## src/rtl/serial_adder_resp.sv

```systemverilog
// Bit-serial handshaked adder: {Cout,S} = X + Y + Cin, one full adder, LSB first, WIDTH+1 edges to Done.
// Optional SERIAL_ADDER_SUB_EN adds a Sub port computing X + ~Y + 1 (Cout=1 means no borrow).
module serial_adder_resp #(
  parameter int WIDTH = 4
) (
  input  logic             Clk,
  input  logic             Rst_n,
  input  logic             Start,
  input  logic [WIDTH-1:0] X,
  input  logic [WIDTH-1:0] Y,
  input  logic             Cin,
`ifdef SERIAL_ADDER_SUB_EN
  input  logic             Sub,
`endif
  output logic             Busy,
  output logic             Done,
  output logic [WIDTH-1:0] S,
  output logic             Cout
);

  localparam int CW = (WIDTH > 1) ? $clog2(WIDTH) : 1;

  typedef enum logic [1:0] {IDLE, SHIFT, DONE} state_t;

  state_t           state_q, state_d;
  logic [WIDTH-1:0] x_q, y_q, s_q;
  logic [CW-1:0]    cnt_q;
  logic             c_q, cout_q, busy_q, done_q;
  logic             busy_d, done_d;
  logic             accept, last_shift;
  logic             y_bit, sum_bit, carry_bit;

`ifdef SERIAL_ADDER_SUB_EN
  logic sub_q;
  assign y_bit = y_q[0] ^ sub_q;
`else
  assign y_bit = y_q[0];
`endif

  assign sum_bit    = x_q[0] ^ y_bit ^ c_q;
  assign carry_bit  = (x_q[0] & y_bit) | (x_q[0] & c_q) | (y_bit & c_q);
  assign accept     = (state_q == IDLE) && Start;
  assign last_shift = (state_q == SHIFT) && (cnt_q == CW'(WIDTH - 1));

  always_ff @(posedge Clk or negedge Rst_n) begin
    if (!Rst_n) state_q <= IDLE;
    else        state_q <= state_d;
  end

  always_comb begin
    state_d = state_q;
    case (state_q)
      IDLE:    if (Start) state_d = SHIFT;
      SHIFT:   if (last_shift) state_d = DONE;
      DONE:    state_d = IDLE;
      default: state_d = IDLE;
    endcase
  end

  // Busy/Done are decoded from the next state so they can be registered.
  always_comb begin
    busy_d = (state_d == SHIFT);
    done_d = (state_d == DONE);
  end

  always_ff @(posedge Clk or negedge Rst_n) begin
    if (!Rst_n) begin
      busy_q <= 1'b0;
      done_q <= 1'b0;
    end else begin
      busy_q <= busy_d;
      done_q <= done_d;
    end
  end

  always_ff @(posedge Clk or negedge Rst_n) begin
    if (!Rst_n) begin
      x_q    <= '0;
      y_q    <= '0;
      s_q    <= '0;
      cnt_q  <= '0;
      c_q    <= 1'b0;
      cout_q <= 1'b0;
`ifdef SERIAL_ADDER_SUB_EN
      sub_q  <= 1'b0;
`endif
    end else if (accept) begin
      x_q   <= X;
      y_q   <= Y;
      cnt_q <= '0;
`ifdef SERIAL_ADDER_SUB_EN
      sub_q <= Sub;
      c_q   <= Sub ? 1'b1 : Cin;
`else
      c_q   <= Cin;
`endif
    end else if (state_q == SHIFT) begin
      x_q   <= x_q >> 1;
      y_q   <= y_q >> 1;
      s_q   <= {sum_bit, s_q[WIDTH-1:1]};
      c_q   <= carry_bit;
      cnt_q <= cnt_q + CW'(1);
      if (last_shift) cout_q <= carry_bit;
    end
  end

  assign Busy = busy_q;
  assign Done = done_q;
  assign S    = s_q;
  assign Cout = cout_q;

endmodule
```

## config.mk

```make
export PLATFORM = sky130hd
export DESIGN_NAME = serial_adder_resp
export DESIGN_NICKNAME = d
export VERILOG_FILES = /design/src/rtl/serial_adder_resp.sv
export SDC_FILE = /design/constraint.sdc
export NUM_CORES = 1
export LEC_CHECK = 0
export CAP_MARGIN = 20
export CELL_PAD_IN_SITES_DETAIL_PLACEMENT = 2
export CELL_PAD_IN_SITES_GLOBAL_PLACEMENT = 2
export CORE_ASPECT_RATIO = 1.4
export CORE_UTILIZATION = 30
export CTS_CLUSTER_DIAMETER = 120
export CTS_CLUSTER_SIZE = 10
export DETAILED_ROUTE_END_ITERATION = 12
export PLACE_DENSITY_LB_ADDON = 0.3
export SYNTH_ARGS = -nofsm -noshare
export SYNTH_HDL_FRONTEND = slang
export SYNTH_SLANG_ARGS = --single-unit
```

## constraint.sdc

```tcl
create_clock -name Clk -period 1.6 [get_ports Clk]
set_input_delay 0.16 -clock Clk [delete_from_list [all_inputs] [get_ports Clk]]
set_output_delay 0.16 -clock Clk [all_outputs]
set_load 0.01 [all_outputs]
```

==> run summary, run 1 <==
Across all register-to-register paths, the minimum setup slack is 0.17 ns. The startpoint identified for the worst register-to-register timing path is state_q[1]. After detailed routing, the average wire length per cell comes to 16.2 um. The logs give 1 for the deepest level of the CTS H-tree and 1590 um for the placed wire-length estimate after detailed placement. The wire length of the first global-routing pass was 3860 um. Data on the critical path arrives at its endpoint at 1.65 ns.

During synthesis, Yosys emitted a total of 0 warnings. For the worst flop-to-flop path, the logic depth is 3. Most common flop cell mapped by yosys: sky130_fd_sc_hd__dfrtp_1. The number of buffers added to fix hold violations after cts is 0.

TritonCTS built the clock tree. The die outline area is 3130 um^2, and the sequential share of the synthesized area is 0.575. In the final layout, flip-flops and latches occupy 500 um^2. The via-per-instance ratio is 5.15, and the placer's final routability congestion estimate is 0.688.

The max-slew headroom at the worst pin came out at 0.685. Counting distinct cell types in the post-synthesis netlist gives 20. The via count of the routed design was 721; the layout cell share with drive strength beyond 1 was 0.0769.

Setup repair after global routing left no endpoint under its margin. The run finished with clean final reports. The final antenna diode count was 0. For the worst-case vdd ir drop, the log shows 0.000705 V. For this run, the post-layout net count is 119. The reported max-cap violation count is 0, and the row count is 22. The logs give 0 for the number of max-slew violations in the final report and 0 for the quantity of gates resized following cts.

Data on the critical path is required at its endpoint by 1.81 ns. The first detailed-routing pass ran for 3 iterations. The tools report the number of buffers created by CTS as 3.

The tree is rooted in a sky130_fd_sc_hd__clkbuf_4. The number of setup violations in the final report is 0. The synthesized design contains 0 enable-type register cells.

The global routing usage summed across all routing layers came out at 0.179. Adding up every negative setup slack in the final design gives 0 ns. The area growth from synthesis to layout is 31.2%.

The vertical die dimension was 65.8 um; the maximum number of buffers from clock root to sink was 2. STA classifies the critical path endpoint as a register. The highest cell delay on the worst timing path came out at 0.51 ns. By count the netlist is led by sky130_fd_sc_hd__dfrtp_1, sky130_fd_sc_hd__nand2_1, sky130_fd_sc_hd__nor2_1. The number of antenna violations at the first check in global routing was 0. The share of flip-flops with an asynchronous set or reset is 1.00, and the maximum achievable frequency is 0.697 GHz. The smallest clock period supported by the final layout is computed as 1.43 ns. The wire length after detailed routing was 2270 um; the gate count after technology mapping was 84.

The TritonCTS sink count is 20, and the number of buffers inserted by port buffering is 18. The power per cell area is 2020 nW/um^2. The share of the clock period used by the worst path was 0.897. Total grt overflow: 0. Between clock sinks in the finished design, the worst skew comes to 0.00668 ns. The proportion of netlist area held by the largest area contributor came out at 0.575. The tools report the sort of element at the start of the critical path as a register.

The run gives 0.323 as the initial core utilization. The synthesized design spends more area on one cell type than any other, namely sky130_fd_sc_hd__dfrtp_1. The tools report the first-iteration detailed-routing DRC count as 12. The worst setup path is of the reg -> reg kind. The layout has 319 filler cells. The average footprint of a synthesized cell was 10.4 um^2. The hold violation count in the final report was 0; the area of the core region was 2700 um^2. The number of setup buffers added after CTS is 0. Summing every instance area after synthesis gives 871 um^2. The latest clock arrival within the worst-skew pair came out at 0.32 ns. The count of nets left with antenna violations once routing finished came out at 0. The design draws 2310 uW. Traced cell by cell, the critical path runs through and2b_4, and2_4, mux2_1. The cell with the largest stage delay on the worst path was sky130_fd_sc_hd__dfrtp_1. Pin placement for this block handled 19 I/O pins. The endpoint of the lowest-slack register-to-register path is Cout. Of all nets on the critical path, the largest fanout is 11. The largest net degree at the start of global routing was 21. The via count of the first global-routing pass is 808, and the number of nets produced by synthesis is 98. Number of buffer and inverter instances along the worst setup path: 0. By instance count, the leading cell after synthesis is sky130_fd_sc_hd__dfrtp_1. On the critical path the largest part of the delay comes from simple AND/OR/NAND/NOR gates.

For the pin with the worst max-slew slack, the measured transition is 0.473 ns. In the final layout, the multi-input gates occupy 342 um^2. The horizontal extent of the die is 47.5 um, and the synthesis-stage register bit count is 20. For this run, design rule violations remaining after detail routing come to 0.

For this design the static power due to leakage is 0.000491 uW. After synthesis, the cell types taking the most area are sky130_fd_sc_hd__dfrtp_1, sky130_fd_sc_hd__o32ai_1, sky130_fd_sc_hd__nand2_1. The class of the most critical hold timing path is in -> async. Clock-pin slew was measured on the worst setup and hold paths at 0.12 ns.
-- logic make-up (layout without fill, tap and decap cells) --
| kind of cell | count (synthesis) | in the layout | synth area share |
|---|---|---|---|
| AO/OA/AOI/OAI | 21 | 21 | 0.161 |
| adder cells (fa/ha/maj) | 2 | 2 | 0.0374 |
| buffers and inverters | 6 | 26 | 0.0330 |
| flip-flops | 20 | 20 | 0.575 |
| multiplexers | 2 | 2 | 0.0244 |
| AND/OR/NAND/NOR | 33 | 33 | 0.170 |
-- power breakdown --
part	internal (uW)	total (uW)	switching (uW)	leakage, uW
clock network	254	429	175	0.0000279
registers	740	946	207	0.000243
logic	450	934	484	0.000221
total	1440	2310	866	0.000491
-- per-layer routing --
layer	part of all wire	vias to the layer above	routed length [um]	global-route usage
met5	0	-	0	0
met4	0.023	0	53	0.0833
met3	0.027	5	61	0.0247
met2	0.52	15	1170	0.307
met1	0.43	368	980	0.208
li1	-	333	-	-
-- sequential cells by signal, summed over array words and instances, names as in the netlist, 2 cells and up --
register,flops
S,4
x_q,4
y_q,4
cnt_q,2
state_q,2
-- worst max-delay path by stage --
stage	from	end	slack, ns	cells past startpoint
2_1_floorplan	x_q[0]	Cout	0.37	2
3_3_place_gp	state_q[1]	Cout	0.20	3
3_5_place_dp	Start	c_q	0.17	4
4_1_cts	state_q[1]	Cout	0.15	3
5_1_grt	state_q[1]	x_q[2]	0.05	3
6_report	state_q[1]	Cout	0.17	3
-- stage by stage --
stage / instance area [um^2] / instances / worst slack (ns) / hold slack, ns / utilization
3_5_place_dp: 1090 / 136 / 0.172 / 0.485 / 0.404
4_1_cts: 1140 / 140 / 0.154 / 0.190 / 0.423
2_1_floorplan: 871 / 84 / 0.374 / -0.136 / -
5_1_grt: 1140 / 140 / 0.0462 / 0.186 / 0.423
3_3_place_gp: 1090 / 136 / 0.195 / 0.463 / 0.404
6_report: 1140 / 140 / 0.166 / 0.181 / 0.423
-- area by class of cell --
| cell class | instances | share of cell area |
|---|---|---|
| Inverter | 2 | 0.00657 |
| Clock inverter | 1 | 0.0263 |
| Clock buffer | 3 | 0.0197 |
| Multi-Input combinational cell | 58 | 0.299 |
| Sequential cell | 20 | 0.438 |
| Timing Repair Buffer | 20 | 0.171 |
| Tap cell | 36 | 0.0394 |
-- cell usage in the layout, fill, tap and decap left out, drive strengths merged, types with 3 or more instances in the layout --
master	count
clkbuf	3
clkdlybuf4s50	18
dfrtp	20
nand2	16
nor2	10
o21ai	7
o22ai	7
o32ai	7
(Power assumes the default switching activity.)
==> inputs of run 2 (changes only) <==
Settings changed: CELL_PAD_IN_SITES_DETAIL_PLACEMENT 2 to 0, CELL_PAD_IN_SITES_GLOBAL_PLACEMENT 2 to 1, CORE_MARGIN set to 8, CORE_UTILIZATION 30 to 37, SKIP_CTS_REPAIR_TIMING set to 1.
==> run 2 against run 1 <==
- combinational power decreased by 4.1%
- non-clock buffer count unchanged
- via count decreased by 2.9%
- power decreased by 7.7%
- worst hold slack got worse by 0.011 ns
- clock power decreased by 30%
- fmax increased by 2.0%
- first-iteration DRC count increased by 33%
- critical endpoint unchanged
- largest power group unchanged
==> run summary, run 2 (synthesized netlist as in run 1, its figures left out) <==
Commonest non-fill, non-tap cell in the layout: sky130_fd_sc_hd__dfrtp_1. In the layout the commonest cells are sky130_fd_sc_hd__dfrtp_1, sky130_fd_sc_hd__clkdlybuf4s50_1, sky130_fd_sc_hd__nand2_1. First-pass iteration count of the detailed router: 4 (+1). For the TritonCTS sink count, the log shows 20 (unchanged). The number of buffers inserted by port buffering was 18 (unchanged); the number of top-level pins was 19 (unchanged).

Horizontal extent of the die: 57 um (+20%). The wire length after detailed routing is 1890 um (-17%). The tools report the via count of the routed design as 700 (-2.9%).

Deepest level of the CTS H-tree: 1 (unchanged). Class of the most critical setup path: reg -> reg. For the placer's final routability congestion estimate, the log shows 0.782 (+14%). The flow ran to the end, and the final reports show no timing, DRC or antenna violations.

The switching power was 803 uW (-7.3%). STA classifies the critical path startpoint as a register. The cell sitting at the root of the clock tree is a sky130_fd_sc_hd__clkbuf_4. The critical path data arrival time is 1.61 ns (-0.04 ns). For the proportion of power drawn by flip-flops and latches, the log shows 0.438 (+0.028).

The final-layout fill cell count is 233 (-27%). The tools report the endpoint required time on the critical path as 1.80 ns (about the same). The via-per-instance ratio is 5.51 (+7.0%). The total leakage power was 0.000485 uW (-1.4%); the worst-case vdd ir drop was 0.000790 V (+12%).

The maximum fanout along the worst path was 11 (unchanged); the switching power share of the total was 0.377 (+0.00184). The number of buffer and inverter instances along the worst setup path was 0 (unchanged); the cell count after placement was 123 (-9.6%). Post-layout minimum cycle time: 1.41 ns (-0.0275 ns). The power per cell area is 1920 nW/um^2 (-5.0%). The logs give 0 (unchanged) for the number of remaining DRC errors and 0 (unchanged) for the total grt overflow. The via count of the first global-routing pass is 743 (-8.0%).

The average wire per standard cell was 14.9 um (-8.2%); the largest net degree at the start of global routing was 21 (unchanged). The number of buffers created by CTS was 3 (unchanged); the area growth from synthesis to layout was 27.4%. The run gives 0.31 ns (about the same) as the latest clock arrival within the worst-skew pair. The final design utilization came out at 0.480 (+0.0565). The placed wire-length estimate after detailed placement was 1340 um (-16%); the highest cell delay on the worst timing path was 0.50 ns (about the same). The transition time at the pin with the least slew margin is 0.472 ns (-0.000854 ns), and the number of setup violations in the final report is 0 (unchanged). The vertical die dimension was 73.4 um (+12%). The tools report the row count as 21 (-4.5%). The max-slew headroom at the worst pin came out at 0.685 (about the same). The kind of cell with the highest combined delay on the critical path was flip-flops. Setup repair after global routing left no endpoint under its margin. Area of the core region: 2310 um^2 (-14%).

The final layout net count came out at 119 (unchanged). The layout cell share with drive strength beyond 1 works out to 0.0769 (unchanged). The tightest min-delay check is of the in -> async type. The slowest stage of the critical path is the sky130_fd_sc_hd__dfrtp_1 cell. Global routing usage summed across all routing layers: 0.102 (-0.0771).

TritonCTS built the clock tree. The signal on the critical path passes through and2b_4, and2_4, mux2_1. The final-layout worst hold slack came out at 0.170 ns (-0.0114 ns). The run gives 0 (unchanged) as the number of nets with antenna violations after detailed routing. The run gives 0 (unchanged) as the number of max-slew violations in the final report.

The worst clock skew was 0.00675 ns (+0.0000724 ns); the final non-filler cell total was 127 (-9.3%). The internal power is 1330 uW (-8.0%). The tools report the die outline area as 4180 um^2 (+34%). The run gives 0.142 (-0.044) as the share of total power in the clock network.

The hold violation count in the final report is 0 (unchanged). The clock edge transition at the registers on the reported setup and hold paths works out to 0.12 ns (about the same). STA classifies the critical path endpoint as a register.

The initial core utilization is 0.377 (+0.0538). For the number of antenna violations at the first check in global routing, the log shows 0 (unchanged). The logs give 0 (unchanged) for the reported max-cap violation count and 16 (+4) for the first-iteration detailed-routing DRC count.

The run gives 0.711 GHz (+2.0%) as the maximum achievable frequency. The maximum number of buffers from clock root to sink is 2 (unchanged). The share of the clock period used by the worst path is 0.879 (-0.0172), and the aggregate negative setup slack is 0 ns (unchanged). For the wire length of the first global-routing pass, the log shows 3350 um (-13%). The logs give 0 (unchanged) for the final antenna diode count and 0.421 (+0.017) for the fraction of power consumed by combinational cells.
==> run 2: through the flow <==
step           cell area [um^2]  total power [uW]  worst slack (ns)
6_report                   1110              2130             0.193
5_1_grt                    1110              2310             0.122
4_1_cts                    1110              2150             0.181
3_5_place_dp               1070              1850             0.195
3_3_place_gp               1070              1830             0.208
2_1_floorplan               871              1510             0.374
==> run 2: metal layers <==
metal / part of all wire / routed length, um / up-vias / GRT usage
met1: 0.42 / 801 / 337 / 0.108
met4: 0.019 / 36 / 0 / 0.0602
met3: 0.060 / 113 / 4 / 0.0294
li1: - / - / 335 / -
met2: 0.50 / 939 / 24 / 0.173
met5: 0 / 0 / - / 0
==> run 2: power by group through the flow <==
stage | clock [uW] | sequential, uW | combinational (uW)
floorplan | 0 | 918 | 588
global placement | 0 | 937 | 890
detailed placement | 0 | 944 | 908
CTS | 306 | 934 | 914
global route | 327 | 967 | 1020
finish | 302 | 933 | 896
==> run 2: area by class of cell <==
class / instances / area (um^2) / area share
Multi-Input combinational cell: 58 / 342 / 0.308
Timing Repair Buffer: 20 / 195 / 0.176
Inverter: 2 / 7.51 / 0.00676
Clock buffer: 4 / 36.3 / 0.0327
Tap cell: 23 / 28.8 / 0.0259
Sequential cell: 20 / 500 / 0.451
==> run 2: final timing paths <==
kind | end | startpoint | depth (start not counted) | slack, ns
max reg2reg | Cout | state_q[1] | 3 | 0.19
min reg2reg | S[0] | S[0] | 2 | 0.49
max in group asynchronous | y_q[3] | Rst_n | 2 | 1.22
min | cnt_q[0] | Rst_n | 2 | 0.17
max | Cout | state_q[1] | 3 | 0.19
min in group Clk | y_q[3] | Y[3] | 3 | 0.39
